[src/rtl/pic_priority_resolver.sv]
// -----------------------------------------------------------------------------
// pic_priority_resolver
//
// Interrupt request / priority / in-service stage of the 8259-style PIC core.
// Synchronizes the IR pins into the IRR, applies the mask, and resolves the
// winning level against the ISR in fully nested mode. It drives INT, runs the
// two-pulse INTA handshake, produces the interrupt vector, and handles AEOI
// and commanded (specific / non-specific) EOI.
//
// Optional feature macro: PIC_ROTATE_EN
//   defined   : automatic rotation. An AEOI clear or non-specific EOI makes
//               the cleared level lowest priority.
//   undefined : fixed priority, IR0 highest, IR7 lowest.
//
// Ports
//   CLK           in   1  system clock, rising edge
//   RST_N         in   1  asynchronous active-low reset
//   IR            in   8  raw interrupt request pins (asynchronous)
//   IMR           in   8  mask register, 1 masks the level
//   ICW2          in   8  vector base, bits [7:3] used
//   LTIM          in   1  1 = level-triggered, 0 = edge-triggered
//   AEOI          in   1  automatic EOI at the second INTA
//   INTA          in   1  active-high acknowledge, synchronous to CLK
//   EOI_STB       in   1  one-cycle EOI command strobe
//   EOI_SPECIFIC  in   1  1 = specific EOI at EOI_LEVEL
//   EOI_LEVEL     in   3  level for a specific EOI
//   INT           out  1  interrupt request to the CPU
//   IRR_OUT       out  8  current IRR
//   ISR           out  8  in-service register
//   INT_LEVEL     out  3  level frozen at the first INTA
//   VECTOR        out  8  {ICW2[7:3], INT_LEVEL}
//   VEC_VALID     out  1  one-cycle pulse while VECTOR is freshly valid
//   SPURIOUS      out  1  first INTA found no eligible request
//
// State table
//   state | meaning
//   IDLE  | no eligible request, INT low
//   REQ   | eligible request pending, INT high, waiting for first INTA
//   ACK1  | first INTA taken, level frozen, waiting for second INTA
// -----------------------------------------------------------------------------
module pic_priority_resolver (
  input  logic       CLK,
  input  logic       RST_N,
  input  logic [7:0] IR,
  input  logic [7:0] IMR,
  input  logic [7:0] ICW2,
  input  logic       LTIM,
  input  logic       AEOI,
  input  logic       INTA,
  input  logic       EOI_STB,
  input  logic       EOI_SPECIFIC,
  input  logic [2:0] EOI_LEVEL,
  output logic       INT,
  output logic [7:0] IRR_OUT,
  output logic [7:0] ISR,
  output logic [2:0] INT_LEVEL,
  output logic [7:0] VECTOR,
  output logic       VEC_VALID,
  output logic       SPURIOUS
);

  localparam logic [1:0] ST_IDLE = 2'd0;
  localparam logic [1:0] ST_REQ  = 2'd1;
  localparam logic [1:0] ST_ACK1 = 2'd2;

  // Rotate right so that bit 0 of the result is level 'sh'.
  function automatic logic [7:0] rot_right(input logic [7:0] v, input logic [2:0] sh);
    logic [15:0] d;
    d = {v, v} >> sh;
    return d[7:0];
  endfunction

  // Index of the lowest set bit (7 when none set; callers qualify with |v).
  function automatic logic [2:0] first_set(input logic [7:0] v);
    logic [2:0] idx;
    idx = 3'd7;
    for (int i = 7; i >= 0; i--) begin
      if (v[i]) idx = 3'(i);
    end
    return idx;
  endfunction

  logic [1:0] state, state_nxt;
  logic [7:0] ir_s1, ir_s2, ir_prev;
  logic [7:0] irr, irr_nxt;
  logic [7:0] isr_nxt;
  logic       inta_d;
  logic [2:0] ptr;

  logic [7:0] ir_edge;
  logic       inta_rise, first_ack, second_ack, aeoi_clr;
  logic [2:0] base;
  logic [7:0] rot_req, rot_isr, rot_elig, prio_mask;
  logic [2:0] isr_rank, isr_top, win_level;
  logic       isr_any, elig_any;
  logic [7:0] isr_clr, isr_set, ack_clr;
  logic [2:0] ptr_nxt;

  assign ir_edge   = ir_s2 & ~ir_prev;
  assign inta_rise = INTA & ~inta_d;
  assign first_ack  = inta_rise && (state != ST_ACK1);
  assign second_ack = inta_rise && (state == ST_ACK1);
  assign aeoi_clr   = second_ack && AEOI && !SPURIOUS;

  // Work in "priority space": after rotating by ptr+1, bit 0 is the
  // highest-priority level, so plain lowest-bit-first search applies.
  assign base     = ptr + 3'd1;
  assign rot_req  = rot_right(irr & ~IMR, base);
  assign rot_isr  = rot_right(ISR, base);
  assign isr_any  = |ISR;
  assign isr_rank = first_set(rot_isr);
  assign isr_top  = isr_rank + base;
  // Only levels strictly above the highest in-service level are eligible.
  assign prio_mask = isr_any ? ((8'd1 << isr_rank) - 8'd1) : 8'hFF;
  assign rot_elig  = rot_req & prio_mask;
  assign elig_any  = |rot_elig;
  assign win_level = first_set(rot_elig) + base;

  always_comb begin
    isr_clr = 8'h00;
    isr_set = 8'h00;
    ack_clr = 8'h00;
    ptr_nxt = ptr;
    if (aeoi_clr) isr_clr[INT_LEVEL] = 1'b1;
    if (EOI_STB) begin
      if (EOI_SPECIFIC) begin
        isr_clr[EOI_LEVEL] = 1'b1;
      end else if (isr_any) begin
        isr_clr[isr_top] = 1'b1;
        ptr_nxt = isr_top;
      end
    end
    // The level just serviced by AEOI takes the lowest-priority slot.
    if (aeoi_clr) ptr_nxt = INT_LEVEL;
    if (first_ack && elig_any) begin
      isr_set[win_level] = 1'b1;
      ack_clr[win_level] = 1'b1;
    end
    isr_nxt = (ISR & ~isr_clr) | isr_set;
    // A new edge in the acknowledge cycle wins over the clear.
    if (LTIM) irr_nxt = ir_s2;
    else      irr_nxt = (irr & ~ack_clr) | ir_edge;
  end

  always_comb begin
    state_nxt = state;
    case (state)
      ST_IDLE: begin
        if (first_ack)     state_nxt = ST_ACK1;
        else if (elig_any) state_nxt = ST_REQ;
      end
      ST_REQ: begin
        if (first_ack)      state_nxt = ST_ACK1;
        else if (!elig_any) state_nxt = ST_IDLE;
      end
      ST_ACK1: begin
        if (second_ack) state_nxt = ST_IDLE;
      end
      default: state_nxt = ST_IDLE;
    endcase
  end

  always_ff @(posedge CLK or negedge RST_N) begin
    if (!RST_N) begin
      state     <= ST_IDLE;
      ir_s1     <= 8'h00;
      ir_s2     <= 8'h00;
      ir_prev   <= 8'h00;
      irr       <= 8'h00;
      inta_d    <= 1'b0;
      ISR       <= 8'h00;
      INT_LEVEL <= 3'd0;
      VECTOR    <= 8'h00;
      VEC_VALID <= 1'b0;
      SPURIOUS  <= 1'b0;
    end else begin
      state     <= state_nxt;
      ir_s1     <= IR;
      ir_s2     <= ir_s1;
      ir_prev   <= ir_s2;
      irr       <= irr_nxt;
      inta_d    <= INTA;
      ISR       <= isr_nxt;
      VEC_VALID <= second_ack;
      if (first_ack) begin
        INT_LEVEL <= elig_any ? win_level : 3'd7;
        SPURIOUS  <= !elig_any;
      end
      if (second_ack) VECTOR <= {ICW2[7:3], INT_LEVEL};
    end
  end

`ifdef PIC_ROTATE_EN
  always_ff @(posedge CLK or negedge RST_N) begin
    if (!RST_N) ptr <= 3'd7;
    else        ptr <= ptr_nxt;
  end
`else
  assign ptr = 3'd7;
  logic unused_ptr_nxt;
  assign unused_ptr_nxt = ^ptr_nxt;
`endif

  assign INT     = (state == ST_REQ);
  assign IRR_OUT = irr;

endmodule

[config.mk]
export PLATFORM = sky130hd
export DESIGN_NAME = pic_priority_resolver
export DESIGN_NICKNAME = d
export VERILOG_FILES = /design/src/rtl/pic_priority_resolver.sv
export SDC_FILE = /design/constraint.sdc
export NUM_CORES = 1
export LEC_CHECK = 0
export BUFFER_PORTS_ARGS = -buffer_cell sky130_fd_sc_hd__buf_2
export CORE_MARGIN = 1
export CORE_UTILIZATION = 46
export DETAILED_ROUTE_END_ITERATION = 7
export MAX_ROUTING_LAYER = met4
export PLACE_DENSITY = 0.79
export SLEW_MARGIN = 20
export SYNTH_ARGS = -nofsm -noshare
export SYNTH_HDL_FRONTEND = slang
export SYNTH_SLANG_ARGS = --single-unit
[constraint.sdc]
create_clock -name CLK -period 2.3 [get_ports CLK]
set_clock_uncertainty 0.2 [all_clocks]
set_input_delay 0.23 -clock CLK [delete_from_list [all_inputs] [get_ports CLK]]
set_output_delay 0.23 -clock CLK [all_outputs]
set_load 0.02 [all_outputs]
==> summary.md, run 1 <==
| Metric | Value |
|---|---|
| Run status | `finished, final reports clean` |
| Worst-Skew Late Latency | `0.31 ns` |
| Num rows | `26` |
| DR iter-0 viols | `144` |
| CTS tree | `built` |
| Syn avg cell area | `11.0 sq um` |
| HP Class | `in2reg` |
| Total Power Consumption | `4.09 mW` |
| Adder-Cell Fraction of Synth Area | `0.498%` |
| Critical path fanouts, max | `8` |
| Share of cells above drive strength 1 | `40.1%` |
| Number of global-route vias before repair | `2197` |
| Number of enable flip-flop cells after synthesis | `0` |
| Core area | `0.00517 sq mm` |
| Hold Fails Final Rpt | `0` |
| Area fraction in compound gates after synthesis | `21.0%` |
| Via count | `2184` |
| Mapped Cells | `229` |
| Cell with the most instances after synthesis | `dfrtp_1` |
| Mapped Nets | `264` |
| Pleak | `1.55 nW` |
| # IOs | `64` |
| CTS sink cnt | `56` |
| Worst-Margin Slew | `0.677 ns` |
| Wire per inst | `15.7 um` |
| Final setup vio count | `0` |
| # Post-CTS Setup Buffers | `0` |
| Async set-reset flop share out of synthesis | `100%` |
| Post-Synth Simple-Gate Area | `15.9%` |
| Total detailed-routing wirelength | `6340 um` |
| Library cells used by synthesis | `50` |
| Synth warn | `0` |
| Filler Cell Count | `407` |
| CTS H-tree lvls | `2` |
| Ys flop type | `dfrtp_1` |
| Gr usage total | `24.3%` |
| Bufs on Longest Clock Path | `2` |
| Fmax | `440 MHz` |
| Synth Cell Area | `0.00251 sq mm` |
| Slew Viols, Final | `0` |
| Mux contribution to synthesized area | `4.38%` |
| Required @ worst endpoint | `2.33 ns` |
| Pwr Density | `1190 mW/mm^2` |
| Reg clk slew, reported paths | `0.10 ns` |
| DRC | `0` |
| Critical Path Source Type | `register` |
| Largest net degree at the start of global routing | `31` |
| Initial Util | `48.6%` |
| Drt first pass iters | `4` |
| Most instantiated cells after synthesis | `56 x dfrtp_1, 26 x nand2_1, 17 x o21ai_0` |
| Antenna fix cells | `0` |
| Root buf cell | `clkbuf_8` |
| Post-synthesis xor/xnor area fraction | `0.348%` |
| Crit path kind | `reg2reg` |
| Area of the die | `0.00576 sq mm` |
| Global-route wire length before repair | `10700 um` |
| CP Capture Type | `register` |
| RSZ-0062 raised after global routing | `true` |
| Routed vias/inst | `5.41` |
| Synthesized flop and latch total | `56` |
| Grt ovf | `0` |
| CP arrival | `2.31 ns` |
| DPL Wire Length | `4640 um` |
| GPL Wtd Cong | `0.843` |
| Relative slew margins | `54.9%` |
| Placed cell area | `0.00309 sq mm` |
| Tcrit/Tclk final | `98.9%` |
| Layout area overhead | `37.2%` |
| Die width | `75.9 um` |
| Main combinational cell family by area after synthesis | `compound AO/OA/AOI/OAI gates` |
| Synth top area share | `55.7%` |
| VDD IR max | `0.639 mV` |
| Fin area | `0.00345 sq mm` |
| Max Cap Viol | `0` |
| Synth area leaders | `dfrtp_1 56%, nand2_1 3.9%, mux2_2 3.6%` |
| Antenna viol nets, final | `0` |
| CTS buffer count | `5` |
| Buffers added on ports | `60` |
| Antenna violations before repair | `0` |
| Post-route minimum period | `2.28 ns` |
| Synth area leader | `dfrtp_1` |
| Chip Height | `75.9 um` |
| Sequential fraction of the synthesis area | `55.7%` |
| Final #Nets | `368` |
-- routing by layer --
metal	up-vias	wire (um)	GRT usage, %
met1	1060	2670	30.1
li1	1050	-	-
met2	65	3310	41.4
met3	9	285	3.86
met5	-	0	-
met4	0	88	6.73
-- per-stage QoR --
step,std cells,hold WS [ns],setup TNS (ns),util (%),setup WS [ns]
2_1_floorplan,229,-0.266,0,-,0.0284
3_3_place_gp,381,0.0950,0,59.7,0.0676
3_5_place_dp,381,0.104,0,59.7,0.0387
4_1_cts,404,0.0179,0,64.6,0.0316
5_1_grt,404,0.0529,-0.457,66.7,-0.0742
6_report,404,0.0291,0,66.7,0.0250
-- cells in the final DEF, fill, tap and decap left out, types with 4 or more instances in the layout --
master         synthesis  final
buf_4                  0     25
clkbuf_8               0      6
nor2b_1                8      8
dfrtp_1               56     54
nor2_1                 8      7
dlygate4sd3_1          0     15
nand2b_1               8      7
nor3b_1                5      4
mux2_2                 8      8
inv_1                  7      7
nand2_1               26     24
a211oi_2               1      4
o21ai_0               17     15
o21ai_1                3      4
o22ai_1                4      4
buf_2                  1     60
a21oi_1               14     11
-- path summary, 6_finish.rpt --
| kind | from | end | slack [ns] | depth (start not counted) |
|---|---|---|---|---|
| min | LTIM | IRR_OUT[4]$_DFF_PN0_ | 0.03 | 3 |
| min reg2reg | ir_s1[6]$_DFF_PN0_ | ir_s2[6]$_DFF_PN0_ | 0.16 | 0 |
| min in group asynchronous | RST_N | VECTOR[7]$_DFFE_PN0P_ | 0.28 | 2 |
| max in group asynchronous | RST_N | IRR_OUT[5]$_DFF_PN0_ | 1.03 | 3 |
| max reg2reg | ISR[1]$_DFF_PN0_ | IRR_OUT[2]$_DFF_PN0_ | 0.02 | 6 |
| max | ISR[1]$_DFF_PN0_ | IRR_OUT[2]$_DFF_PN0_ | 0.02 | 6 |
-- kinds of logic (layout without fill, tap and decap cells) --
group | after synthesis | after routing
muxes | 10 | 10
buffers and inverters | 12 | 117
AOI/OAI and AO/OA | 77 | 77
adders and majority gates | 1 | 1
and+or+nand+nor | 72 | 72
DFF | 56 | 56
xor gates and xnor gates | 1 | 1
-- flip-flops by register name, summed over array words and instances, names as in the netlist --
signal     cells
state          2
VEC_VALID      1
INT_LEVEL      3
inta_d         1
ir_s2          8
ir_prev        8
SPURIOUS       1
VECTOR         8
IRR_OUT        8
ISR            8
ir_s1          8
-- power breakdown --
part	switching [mW]	total (mW)	internal [mW]	leakage, nW
Sequential	0.198	1.40	1.20	0.672
Clock	0.306	0.552	0.247	0.0516
Combinational	1.20	2.14	0.934	0.829
-- worst max-delay path, cell delays in order, from the launching register on --
cell and delay (ns):
dfrtp_2 0.46, or4_4 0.62, o21ai_4 0.21, nand2_2 0.10, o22ai_4 0.27, a21o_4 0.18
a2bb2oi_2 0.15
-- final cells by class --
cell class	instances	area [sq um]	area share (%)
Clock buffer	6	82.6	2.39
Clock inverter	2	13.8	0.399
Inverter	7	26.3	0.762
Multi-Input combinational cell	161	1160	33.8
Sequential cell	56	1400	40.7
Tap cell	70	87.6	2.54
Timing Repair Buffer	102	669	19.4
-- repair_timing --
item | in CTS | in global routing
hold buffers | 15 | 0
cloned | 0 | 0
pin swaps | 0 | 6
endpoints found under the hold margin | 43 | 0
gates resized for setup | 1 | 28
endpoints found under the setup margin | 1 | 17
Note: power is estimated with default switching activity, not from simulation.
==> run 2: changes to the inputs <==
CORE_MARGIN = not set   (was 1)
GPL_TIMING_DRIVEN = 0   (was not set)
==> summary.md, run 2 (same netlist as run 1, synthesis figures left out) <==
| Metric | Value |
|---|---|
| Relative slew margins | `54.7%` |
| RR Endpoint | `ISR[1]$_DFF_PN0_` |
| Pwr Density | `1210 mW/mm^2` |
| Antenna viol nets, final | `0` |
| Commonest non-fill, non-tap cells in the layout | `58 x buf_2, 52 x dfrtp_1, 24 x nand2_1` |
| CTS H-tree lvls | `2` |
| Post-route minimum period | `2.36 ns` |
| Routed vias/inst | `5.54` |
| Final setup vio count | `9` |
| Reg2reg path depth | `6` |
| Total Power Consumption | `4.23 mW` |
| Root buf cell | `clkbuf_8` |
| Hold path depth | `3` |
| Antenna fix cells | `0` |
| Area of the die | `0.00576 sq mm` |
| RSZ-0062 raised after global routing | `true` |
| Fin area | `0.00350 sq mm` |
| Violated checks | `setup timing` |
| DR iter-0 viols | `154` |
| Die width | `75.9 um` |
| Largest net degree at the start of global routing | `57` |
| Crit path kind | `reg2reg` |
| Grt ovf | `0` |
| Share of cells above drive strength 1 | `42.0%` |
| Tcrit/Tclk final | `102%` |
| Placed cell area | `0.00289 sq mm` |
| Reg-to-reg startpoint | `ISR[3]$_DFF_PN0_` |
| DRC | `0` |
| Num rows | `26` |
| Buffers added on ports | `58` |
| Chip Height | `75.9 um` |
| CTS buffer count | `5` |
| Gr usage total | `23.7%` |
| Total detailed-routing wirelength | `6720 um` |
| Critical Path Source Type | `register` |
| Pleak | `1.55 nW` |
| Number of global-route vias before repair | `2167` |
| Bufs on Longest Clock Path | `2` |
| Worst-Margin Slew | `0.679 ns` |
| CTS tree | `built` |
| Core area | `0.00517 sq mm` |
| Antenna violations before repair | `0` |
| CTS sink cnt | `56` |
| CP arrival | `2.36 ns` |
| # IOs | `64` |
| Hold path start | `LTIM` |
| Filler Cell Count | `384` |
| VDD IR max | `0.575 mV` |
| Drt first pass iters | `4` |
| Final #Nets | `367` |
| Reg clk slew, reported paths | `0.10 ns` |
| Run status | `complete, but fails checks` |
| Initial Util | `48.6%` |
| Fmax | `424 MHz` |
| GPL Wtd Cong | `0.861` |
| HP Class | `in2reg` |
| Worst R2R Setup Slack | `-0.06 ns` |
| Hold-critical path endpoint | `IRR_OUT[4]$_DFF_PN0_` |
| Worst-Skew Late Latency | `0.30 ns` |
| CP Capture Type | `register` |
| Wire per inst | `16.7 um` |
| Slew Viols, Final | `0` |
| Global-route wire length before repair | `10500 um` |
| Hold Fails Final Rpt | `0` |
| Via count | `2234` |
| Critical path fanouts, max | `6` |
| Required @ worst endpoint | `2.31 ns` |
| Setup ws final | `-0.0560 ns` |
| Most common cell after layout, fill and taps aside | `buf_2` |
| Max Cap Viol | `0` |
| Layout area overhead | `39.3%` |
| DPL Wire Length | `4340 um` |
## run 2: changes by cell type in the layout (fill, tap and decap cells not counted), moves of 2 or more
cell	before	now
a211oi_4	0	2
a21oi_4	1	3
buf_2	60	58
buf_4	25	23
clkbuf_1	0	3
dfrtp_1	54	52
dfrtp_2	2	4
nor3b_1	4	2
o21ai_0	15	13
o311ai_0	0	2
## run 2: cell type report
type	count	area [sq um]	share of cell area, %
Timing Repair Buffer	96	619	17.7
Tap cell	70	87.6	2.50
Clock inverter	2	13.8	0.393
Sequential cell	56	1410	40.2
Clock buffer	6	72.6	2.07
Multi-Input combinational cell	161	1250	35.6
Buffer	5	27.5	0.786
Inverter	7	26.3	0.751
## run 2: routing by layer
layer	part of all wire, %	wire length (um)	vias up	global-route usage (%)
li1	-	-	1052	-
met1	41	2790	1098	28.7
met2	53	3530	75	41.1
met3	4.6	309	9	4.22
met4	1.3	89	0	6.35
met5	0	0	-	-
## run 2: timing repair
item	CTS	global route
buffers inserted	9	14
gates resized for setup	26	20
pin swaps	11	11
endpoints found under the setup margin	16	16
hold buffers	15	0
endpoints found under the hold margin	70	0
## run 2: report_power, final
group | leakage (nW) | switching (mW) | total (mW) | internal [mW]
Combinational | 0.836 | 1.28 | 2.26 | 0.980
Sequential | 0.670 | 0.235 | 1.44 | 1.20
Clock | 0.0456 | 0.313 | 0.531 | 0.218
Total | 1.55 | 1.82 | 4.23 | 2.40
## run 2: worst max-delay path by stage
| stage | from | endpoint | slack (ns) | cells past startpoint |
|---|---|---|---|---|
| finish | ISR[3]$_DFF_PN0_ | ISR[1]$_DFF_PN0_ | -0.06 | 6 |
| global route | inta_d$_DFF_PN0_ | ISR[1]$_DFF_PN0_ | -0.12 | 6 |
| CTS | ISR[0]$_DFF_PN0_ | ISR[4]$_DFF_PN0_ | 0.002 | 7 |
| detailed placement | ISR[0]$_DFF_PN0_ | ISR[6]$_DFF_PN0_ | -0.26 | 9 |
| global placement | ISR[0]$_DFF_PN0_ | ISR[7]$_DFF_PN0_ | -0.23 | 9 |
| floorplan | ISR[0]$_DFF_PN0_ | IRR_OUT[4]$_DFF_PN0_ | 0.03 | 9 |
## run 2: worst max-delay path: stages, from the launching register on
cell,delay [ns]
dfrtp_2,0.48
or4_4,0.60
o21ai_4,0.27
nand2_2,0.11
o22ai_4,0.26
a21oi_4,0.09
o31ai_2,0.25
## run 2: per-stage QoR
| stage | hold slack (ns) | setup TNS, ns | utilization, % | std cells | setup WS (ns) |
|---|---|---|---|---|---|
| floorplan | -0.266 | 0 | - | 229 | 0.0284 |
| global placement | 0.132 | -1.22 | 55.9 | 357 | -0.233 |
| detailed placement | 0.119 | -1.61 | 56.0 | 357 | -0.257 |
| CTS | 0.0159 | 0 | 64.0 | 389 | 0.00241 |
| global route | 0.0591 | -0.942 | 67.7 | 403 | -0.119 |
| finish | 0.0194 | -0.244 | 67.7 | 403 | -0.0560 |
==> run 3: changes to the inputs <==
BUFFER_PORTS_ARGS = -buffer_cell sky130_fd_sc_hd__buf_4   (was -buffer_cell sky130_fd_sc_hd__buf_2)
==> summary.md, run 3 (same netlist as run 1, synthesis figures left out) <==
| Metric | Value |
|---|---|
| CTS tree | `built` |
| Chip Height | `75.9 um` |
| Wire per inst | `15.7 um` |
| Worst-Skew Late Latency | `0.30 ns` |
| Fmax | `420 MHz` |
| CTS sink cnt | `56` |
| Max Cap Viol | `0` |
| Routed vias/inst | `5.51` |
| Most common cell after layout, fill and taps aside | `buf_4` |
| Die width | `75.9 um` |
| Gr usage total | `23.0%` |
| Global-route wire length before repair | `10200 um` |
| Slew Viols, Final | `0` |
| GPL Wtd Cong | `0.893` |
| DPL Wire Length | `4280 um` |
| Grt ovf | `0` |
| CTS buffer count | `5` |
| Filler Cell Count | `382` |
| Buffers added on ports | `58` |
| Tcrit/Tclk final | `104%` |
| Violated checks | `setup timing` |
| Num rows | `26` |
| Antenna violations before repair | `0` |
| Root buf cell | `clkbuf_8` |
| Worst-Margin Slew | `0.697 ns` |
| # IOs | `64` |
| Utilization after layout | `68.2%` |
| Layout area overhead | `40.4%` |
| Setup ws final | `-0.0814 ns` |
| Share of cells above drive strength 1 | `39.3%` |
| CP arrival | `2.38 ns` |
| Critical path fanouts, max | `6` |
| Largest net degree at the start of global routing | `57` |
| DRC | `0` |
| Via count | `2156` |
| Area of the die | `0.00576 sq mm` |
| Placed insts | `357` |
| Post-route insts no fill | `391` |
| Setup WS pre-CTS | `-0.327 ns` |
| Bufs on Longest Clock Path | `2` |
| CP Capture Type | `register` |
| HP Class | `in2reg` |
| Commonest non-fill, non-tap cells in the layout | `70 x buf_4, 52 x dfrtp_1, 24 x nand2_1` |
| Run status | `complete, but fails checks` |
| Critical Path Source Type | `register` |
| Crit path kind | `reg2reg` |
| Min Hold Slack | `0.0510 ns` |
| Final setup vio count | `13` |
| Post-route minimum period | `2.38 ns` |
| Total detailed-routing wirelength | `6130 um` |
| Antenna fix cells | `0` |
| Number of global-route vias before repair | `2137` |
| DR iter-0 viols | `82` |
| CTS H-tree lvls | `2` |
| Sum Neg Setup Slack | `-0.444 ns` |
| RSZ-0062 raised after global routing | `true` |
| Pwr Density | `1170 mW/mm^2` |
| Pleak | `1.53 nW` |
| VDD IR max | `0.745 mV` |
| Required @ worst endpoint | `2.30 ns` |
| Initial Util | `48.6%` |
| Reg clk slew, reported paths | `0.09 ns` |
| Antenna viol nets, final | `0` |
| Drt first pass iters | `4` |
| Relative slew margins | `53.5%` |
| Final #Nets | `356` |
| Hold Fails Final Rpt | `0` |
| Core area | `0.00517 sq mm` |
run 3: cell types whose count changed in the layout (fill, tap and decap cells not counted), sizes merged:
| cell | previous run | this run |
|---|---|---|
| buf | 84 | 73 |
| clkinv | 1 | 0 |
run 3: routing by layer:
metal  GRT usage [%]  vias to the layer above  share of wire [%]
li1                -                     1026                  -
met1            29.9                     1050                 43
met2            37.1                       71                 50
met3            3.86                        9                5.0
met4            7.31                        0                1.4
met5               -                        -                  0
run 3: critical path: stages (launching register included):
cell and delay, ns:
dfrtp_2 0.47, or4_4 0.63, o21ai_4 0.28, nand2_2 0.10, o22ai_4 0.25, a21oi_4 0.09, o31ai_2 0.26
run 3: cell type report:
| type | instances | area [sq um] | area share, % |
|---|---|---|---|
| Tap cell | 70 | 87.6 | 2.48 |
| Clock buffer | 6 | 72.6 | 2.06 |
| Clock inverter | 1 | 8.76 | 0.248 |
| Buffer | 5 | 27.5 | 0.780 |
| Timing Repair Buffer | 85 | 676 | 19.1 |
| Sequential cell | 56 | 1410 | 39.8 |
| Inverter | 7 | 26.3 | 0.744 |
| Multi-Input combinational cell | 161 | 1220 | 34.7 |
run 3: metrics by stage:
step / area [sq um] / total power, mW
CTS: 3470 / 4.06
floorplan: 2510 / 2.52
detailed placement: 3040 / 3.17
global route: 3530 / 4.36
finish: 3530 / 4.13
global placement: 3040 / 3.15
run 3: power by group:
group          switching [mW]  leakage [nW]  internal [mW]
Combinational            1.21         0.817          0.976
Clock                   0.296        0.0417          0.214
Sequential              0.222         0.670           1.20
run 3: what timing repair did:
| action | CTS | global route |
|---|---|---|
| setup buffers | 8 | 4 |
| pin swaps | 12 | 5 |
| hold buffers | 15 | 0 |
| gates resized for setup | 32 | 7 |
| endpoints found under the hold margin | 70 | 0 |
| endpoints found under the setup margin | 17 | 16 |
run 3: path summary, 6_finish.rpt:
| kind | from | to | slack [ns] | cells past startpoint |
|---|---|---|---|---|
| setup reg to reg | ISR[3]$_DFF_PN0_ | ISR[1]$_DFF_PN0_ | -0.08 | 6 |
| setup / recovery | ISR[3]$_DFF_PN0_ | ISR[1]$_DFF_PN0_ | -0.08 | 6 |
| hold reg to reg | ir_s1[1]$_DFF_PN0_ | ir_s2[1]$_DFF_PN0_ | 0.15 | 0 |
| hold / removal | LTIM | IRR_OUT[4]$_DFF_PN0_ | 0.05 | 3 |
| max in group asynchronous | RST_N | ISR[1]$_DFF_PN0_ | 1.08 | 2 |
| min in group asynchronous | RST_N | VECTOR[6]$_DFFE_PN0P_ | 0.31 | 2 |
